**config.mk**
```make
export PLATFORM = sky130hd
export DESIGN_NAME = mul_div_unit
export DESIGN_NICKNAME = d
export VERILOG_FILES = /design/src/rtl/mul_div_unit.sv
export SDC_FILE = /design/constraint.sdc
export NUM_CORES = 2
export LEC_CHECK = 0
export ABC_AREA = 1
export BUFFER_PORTS_ARGS = -buffer_cell sky130_fd_sc_hd__buf_2
export CORE_MARGIN = 1.5
export CORE_UTILIZATION = 60
export CTS_CLUSTER_DIAMETER = 80
export DETAILED_ROUTE_END_ITERATION = 7
export PLACE_DENSITY = 0.88
export SLEW_MARGIN = 5
export SYNTH_ARGS = -nofsm -noshare
export SYNTH_HDL_FRONTEND = slang
export SYNTH_SLANG_ARGS = --single-unit
```
**constraint.sdc**
```tcl
create_clock -name clk -period 21.7 [get_ports clk]
set_input_delay 1.085 -clock clk [delete_from_list [all_inputs] [get_ports clk]]
set_output_delay 1.085 -clock clk [all_outputs]
set_load 0.02 [all_outputs]
```
**src/rtl/mul_div_unit.sv**
```systemverilog
// mul_div_unit
//   Multi-cycle multiply/divide unit holding the architectural HI/LO pair.
//   mult/multu finish after MUL_LAT busy cycles, div/divu after 32 busy
//   cycles (radix-2 restoring, one quotient bit per cycle). mthi/mtlo write
//   HI/LO in one edge; mfhi/mflo are combinational reads.
//
// Handshake: an operation is accepted on a rising edge where start=1, the
//   unit is idle (busy=0) and mdu_op is a mult/div/mthi/mtlo code. Any start
//   seen while busy=1 is dropped. No back-pressure beyond busy.
//
// Ports
//   clk      in   system clock, rising edge
//   rst_n    in   synchronous active-low reset
//   start    in   qualifies mdu_op
//   mdu_op   in   [3:0] 1 mult, 2 multu, 3 div, 4 divu, 5 mthi, 6 mtlo,
//                 7 mfhi, 8 mflo, others none
//   A, B     in   [31:0] rs / rt operands
//   busy     out  operation in progress
//   mdu_out  out  [31:0] HI for mfhi, LO for mflo, else 0
//   hi, lo   out  [31:0] current HI / LO registers
module mul_div_unit #(
    parameter int MUL_LAT = 5,
    parameter int DIV_LAT = 32
) (
    input  logic        clk,
    input  logic        rst_n,
    input  logic        start,
    input  logic [3:0]  mdu_op,
    input  logic [31:0] A,
    input  logic [31:0] B,
    output logic        busy,
    output logic [31:0] mdu_out,
    output logic [31:0] hi,
    output logic [31:0] lo
);

    localparam logic [3:0] OP_MULT  = 4'd1;
    localparam logic [3:0] OP_MULTU = 4'd2;
    localparam logic [3:0] OP_DIV   = 4'd3;
    localparam logic [3:0] OP_DIVU  = 4'd4;
    localparam logic [3:0] OP_MTHI  = 4'd5;
    localparam logic [3:0] OP_MTLO  = 4'd6;
    localparam logic [3:0] OP_MFHI  = 4'd7;
    localparam logic [3:0] OP_MFLO  = 4'd8;

    // Counter loads "cycles remaining - 1"; the commit happens when it is 0.
    localparam logic [4:0] MUL_LAST = 5'(MUL_LAT - 1);
    localparam logic [4:0] DIV_LAST = 5'(DIV_LAT - 1);

    typedef enum logic [1:0] {
        ST_IDLE = 2'd0,
        ST_MUL  = 2'd1,
        ST_DIV  = 2'd2
    } state_t;

    state_t      state, state_next;
    logic [4:0]  cnt;
    logic [63:0] prod;

    // Divider working registers: rem is the partial remainder, quo starts as
    // the dividend magnitude and shifts quotient bits in from the right.
    logic [31:0] dvsr;
    logic [31:0] rem;
    logic [31:0] quo;
    logic        neg_q;
    logic        neg_r;
    logic        div_zero;

    logic        is_signed;
    logic [63:0] mul_a, mul_b;
    logic [31:0] abs_a, abs_b;
    logic [32:0] shifted;
    logic [32:0] trial;
    logic [31:0] step_rem, step_quo;
    logic [31:0] rem_fix, quo_fix;

    // ---------------- FSM: state register ----------------
    always_ff @(posedge clk) begin
        if (!rst_n) state <= ST_IDLE;
        else        state <= state_next;
    end

    // ---------------- FSM: next state ----------------
    always_comb begin
        state_next = state;
        case (state)
            ST_IDLE: begin
                if (start && (mdu_op == OP_MULT || mdu_op == OP_MULTU))
                    state_next = ST_MUL;
                else if (start && (mdu_op == OP_DIV || mdu_op == OP_DIVU))
                    state_next = ST_DIV;
            end
            ST_MUL:  if (cnt == 5'd0) state_next = ST_IDLE;
            ST_DIV:  if (cnt == 5'd0) state_next = ST_IDLE;
            default: state_next = ST_IDLE;
        endcase
    end

    // ---------------- FSM: outputs ----------------
    always_comb begin
        busy = (state != ST_IDLE);
    end

    // ---------------- operand preparation ----------------
    always_comb begin
        is_signed = (mdu_op == OP_MULT) || (mdu_op == OP_DIV);
        // Sign- or zero-extend to 64 bits; the low 64 bits of a 64x64
        // product are then correct for both signed and unsigned operands.
        mul_a = {{32{is_signed & A[31]}}, A};
        mul_b = {{32{is_signed & B[31]}}, B};
        abs_a = (is_signed && A[31]) ? (~A + 32'd1) : A;
        abs_b = (is_signed && B[31]) ? (~B + 32'd1) : B;
    end

    // ---------------- one restoring-division step ----------------
    always_comb begin
        shifted = {rem, quo[31]};
        trial   = shifted - {1'b0, dvsr};
        if (shifted >= {1'b0, dvsr}) begin
            step_rem = trial[31:0];
            step_quo = {quo[30:0], 1'b1};
        end else begin
            step_rem = shifted[31:0];
            step_quo = {quo[30:0], 1'b0};
        end
        // Truncating division: quotient sign is the XOR of operand signs,
        // remainder follows the dividend.
        quo_fix = neg_q ? (~step_quo + 32'd1) : step_quo;
        rem_fix = neg_r ? (~step_rem + 32'd1) : step_rem;
    end

    // ---------------- datapath and HI/LO ----------------
    always_ff @(posedge clk) begin
        if (!rst_n) begin
            hi       <= 32'd0;
            lo       <= 32'd0;
            cnt      <= 5'd0;
            prod     <= 64'd0;
            dvsr     <= 32'd0;
            rem      <= 32'd0;
            quo      <= 32'd0;
            neg_q    <= 1'b0;
            neg_r    <= 1'b0;
            div_zero <= 1'b0;
        end else begin
            case (state)
                ST_IDLE: begin
                    if (start) begin
                        case (mdu_op)
                            OP_MULT, OP_MULTU: begin
                                prod <= mul_a * mul_b;
                                cnt  <= MUL_LAST;
                            end
                            OP_DIV, OP_DIVU: begin
                                dvsr     <= abs_b;
                                rem      <= 32'd0;
                                quo      <= abs_a;
                                neg_q    <= is_signed & (A[31] ^ B[31]);
                                neg_r    <= is_signed & A[31];
                                div_zero <= (B == 32'd0);
                                cnt      <= DIV_LAST;
                            end
                            OP_MTHI: hi <= A;
                            OP_MTLO: lo <= A;
                            default: ;
                        endcase
                    end
                end
                ST_MUL: begin
                    if (cnt == 5'd0) begin
                        hi <= prod[63:32];
                        lo <= prod[31:0];
                    end else begin
                        cnt <= cnt - 5'd1;
                    end
                end
                ST_DIV: begin
                    rem <= step_rem;
                    quo <= step_quo;
                    if (cnt == 5'd0) begin
                        if (!div_zero) begin
                            hi <= rem_fix;
                            lo <= quo_fix;
                        end
                    end else begin
                        cnt <= cnt - 5'd1;
                    end
                end
                default: ;
            endcase
        end
    end

    // ---------------- combinational read port ----------------
    always_comb begin
        case (mdu_op)
            OP_MFHI: mdu_out = hi;
            OP_MFLO: mdu_out = lo;
            default: mdu_out = 32'd0;
        endcase
    end

endmodule
```
==> summary.txt <==
Yosys
  – Synth Net Count: 8998
  – Post-synth EDFFs: 0
  – Mapped cell area: 0.0557 mm^2
  – Ys flop type: dfxtp_1
  – Post-synthesis register bit count: 234
  – Sequential share of the synthesized area: 8.41%
  – Cells after synthesis: 7546
  – Synth Warn #: 0
  – Ys async rst share: 0%
  – Avg Cell Area, Syn: 7.38 um^2
  – Cell variety after synth: 61

Finish
  – Layout cells sized above 1: 5.40%
  – Syn-to-layout area delta: 4.41%
  – Layout net count: 8873
  – Commonest non-fill, non-tap cells in the layout: 1970 x inv_1, 1851 x nand2_1, 1126 x fa_1
  – Layout fillers: 7668
  – Post-route cell area: 0.0581 mm^2
  – Commonest non-fill, non-tap cell in the layout: inv_1

Placement
  – Gp weighted congestion: 1.06
  – Final HPWL DP: 141 mm
  – IO buf count: 167
  – Dpl cell area: 0.0571 mm^2

Job
  – Max cap viols: 0

Route
  – Post-route DRC: 0
  – Antenna Violating Nets Remaining: 0
  – WL final: 179 mm
  – Avg WL per Cell: 20.6 um
  – Drt pass-1 iters: 8
  – Via/cell ratio: 5.76
  – Starting DRT DRC Count: 5779
  – Via count: 50.0k

Floorplan
  – Core area: 0.0918 mm^2
  – Die height: 308 um
  – Die ar.: 0.0946 mm^2
  – Initial Util: 60.6%
  – Site Rows: 111
  – I/O Pins: 168
  – DIE WIDTH: 308 um

CTS
  – Worst-Skew Late Latency: 0.55 ns
  – Max clock buf depth: 3
  – Clk slew on worst S/H paths: 0.07 ns
  – Post-CTS setup repair buffer count: 0
  – # clock sinks: 234
  – H-tree depth: 1
  – Post-CTS Resized: 0
  – Clk Tree Root Cell: clkbuf_16
  – CTS tree: built
  – Hold_buf cts: 0
  – Num CTS Buffers: 27

Global route
  – Initial antenna violation count: 10
  – Met3 global-route usage: 8.00%
  – Most Used Layer, Global Route: met2
  – Met2 usage in global routing: 62.6%
  – Total grt overflow: 0
  – Maximum number of pins on one net before global-route repair: 93
  – Vias in the first global route: 51.7k
  – Met1 usage: 47.4%
  – GRT Util Overall: 38.3%
  – Global-route wire length before repair: 281 mm

Timing
  – Slew margin rel.: 15.5%
  – Fin crit period: 9.15 ns
  – Clock Skew: 0.00891 ns
  – Setup violators final: 0
  – Final period util: 42.2%
  – Fmax: 109 MHz
  – RSZ-0062 raised after global routing: no
  – Slew Viols, Final: 0
  – Actual slew at the worst max-slew pin: 1.27 ns
  – Fin Setup TNS: 0 ns
  – Hold violation total from the final report: 0

Worst hold path
  – Hold Path Class: flip-flop to flip-flop
  – Min-Delay Path Depth: 2

Critical path
  – Worst endpoint required time: 22.14 ns
  – Worst Setup Start Kind: input port
  – Crit Path Category: input port to flip-flop
  – R2R depth: 22
  – Worst-path fanout max: 36
  – WP data arrival: 9.60 ns
  – Crit. End Element: flip-flop

Run status
  – Status: finished, final reports clean
[state kept, by name, summed over array words and instances (netlist names)]
signal    cells
div_zero      1
neg_r         1
rem          32
state         2
cnt           5
prod         64
quo          32
dvsr         32
hi           32
neg_q         1
lo           32
[path summary, 6_finish.rpt]
kind,start,endpoint,slack (ns)
worst max register to register,dvsr[23],lo[30],16.09
worst max-delay path,B[10],prod[61],12.55
worst min register to register,quo[29],quo[29],0.48
worst min-delay path,quo[29],quo[29],0.48
[layer usage]
metal  share of wire [%]  up-vias
met2                  46     3363
met1                  35    23959
met5               0.036        -
li1                    -    21777
met4                 7.0       10
met3                  12      889
[through the flow]
step / utilization, % / cells / hold WS (ns) / setup slack, ns
6_report: 63.3 / 8687 / 0.479 / 12.55
3_3_place_gp: 62.2 / 8635 / 0.455 / 12.35
2_1_floorplan: - / 7546 / 0.425 / 13.31
3_5_place_dp: 62.2 / 8635 / 0.467 / 12.16
4_1_cts: 63.3 / 8684 / 0.476 / 12.71
5_1_grt: 63.3 / 8684 / 0.494 / 12.20
[cells by family after synthesis]
kind of cell / after synthesis / share of synthesized area, %
and+or+nand+nor: 2608 / 19.0
DFF: 234 / 8.41
adders and majority gates: 1381 / 46.2
buffers and inverters: 2387 / 16.3
AOI/OAI and AO/OA: 821 / 8.24
xor gates and xnor gates: 115 / 1.81
[worst max-delay path: stages]
cell and delay [ns]:
buf_2 0.71, nand2_1 0.24, nor2_1 0.27, inv_1 0.10, fa_1 0.59, fa_1 0.46
fa_1 0.57, inv_1 0.07, fa_1 0.98, inv_1 0.32, fa_1 0.58, inv_1 0.08
fa_1 0.53, inv_1 0.05, fa_1 0.45, fa_1 0.49, inv_1 0.05, ha_1 0.35
a21oi_1 0.20, o21a_1 0.15, o21ai_0 0.09, a221oi_1 0.38, o221ai_1 0.31, a21oi_1 0.18
o21ai_0 0.11, o211ai_1 0.10, inv_1 0.05
[area by class of cell]
type	instances	area [um^2]	share of cell area [%]
multi-input cells	4925	42000	72.2
well taps	1243	1560	2.68
repair buffers	244	1420	2.44
diodes	3	7.51	0.0129
clock buffers	31	721	1.24
inverters	1989	7470	12.8
clock inverters	18	289	0.497
flip-flops and latches	234	4680	8.06
[cells in the mapped netlist (7+ instances only)]
library cell,n,share of area [%]
a211oi_1,7,0.094
a21o_1,8,0.11
a21oi_1,326,2.9
a31oi_1,34,0.38
and2_1,9,0.10
buf_1,91,0.61
buf_2,8,0.072
clkbuf_1,289,1.9
dfxtp_1,234,8.4
fa_1,1126,40
ha_1,255,5.7
inv_1,1970,13
inv_2,14,0.094
nand2_1,1851,12
nand2_2,27,0.30
nand3_1,194,1.7
nand3b_1,18,0.24
nand4_1,26,0.29
nor2_1,367,2.5
nor2_2,16,0.18
nor2_4,7,0.14
nor3_1,45,0.40
nor4_1,20,0.22
o211ai_1,42,0.57
o21a_1,10,0.13
o21ai_0,285,2.6
o21ai_1,27,0.24
o21ai_2,8,0.13
o21bai_1,12,0.16
o221ai_1,30,0.47
or2_2,7,0.079
xnor2_1,48,0.76
xor2_1,67,1.1
Power is left out: the tool's default activity adds up to more than one toggle a clock period on the data nets, which glitch-free logic cannot reach.
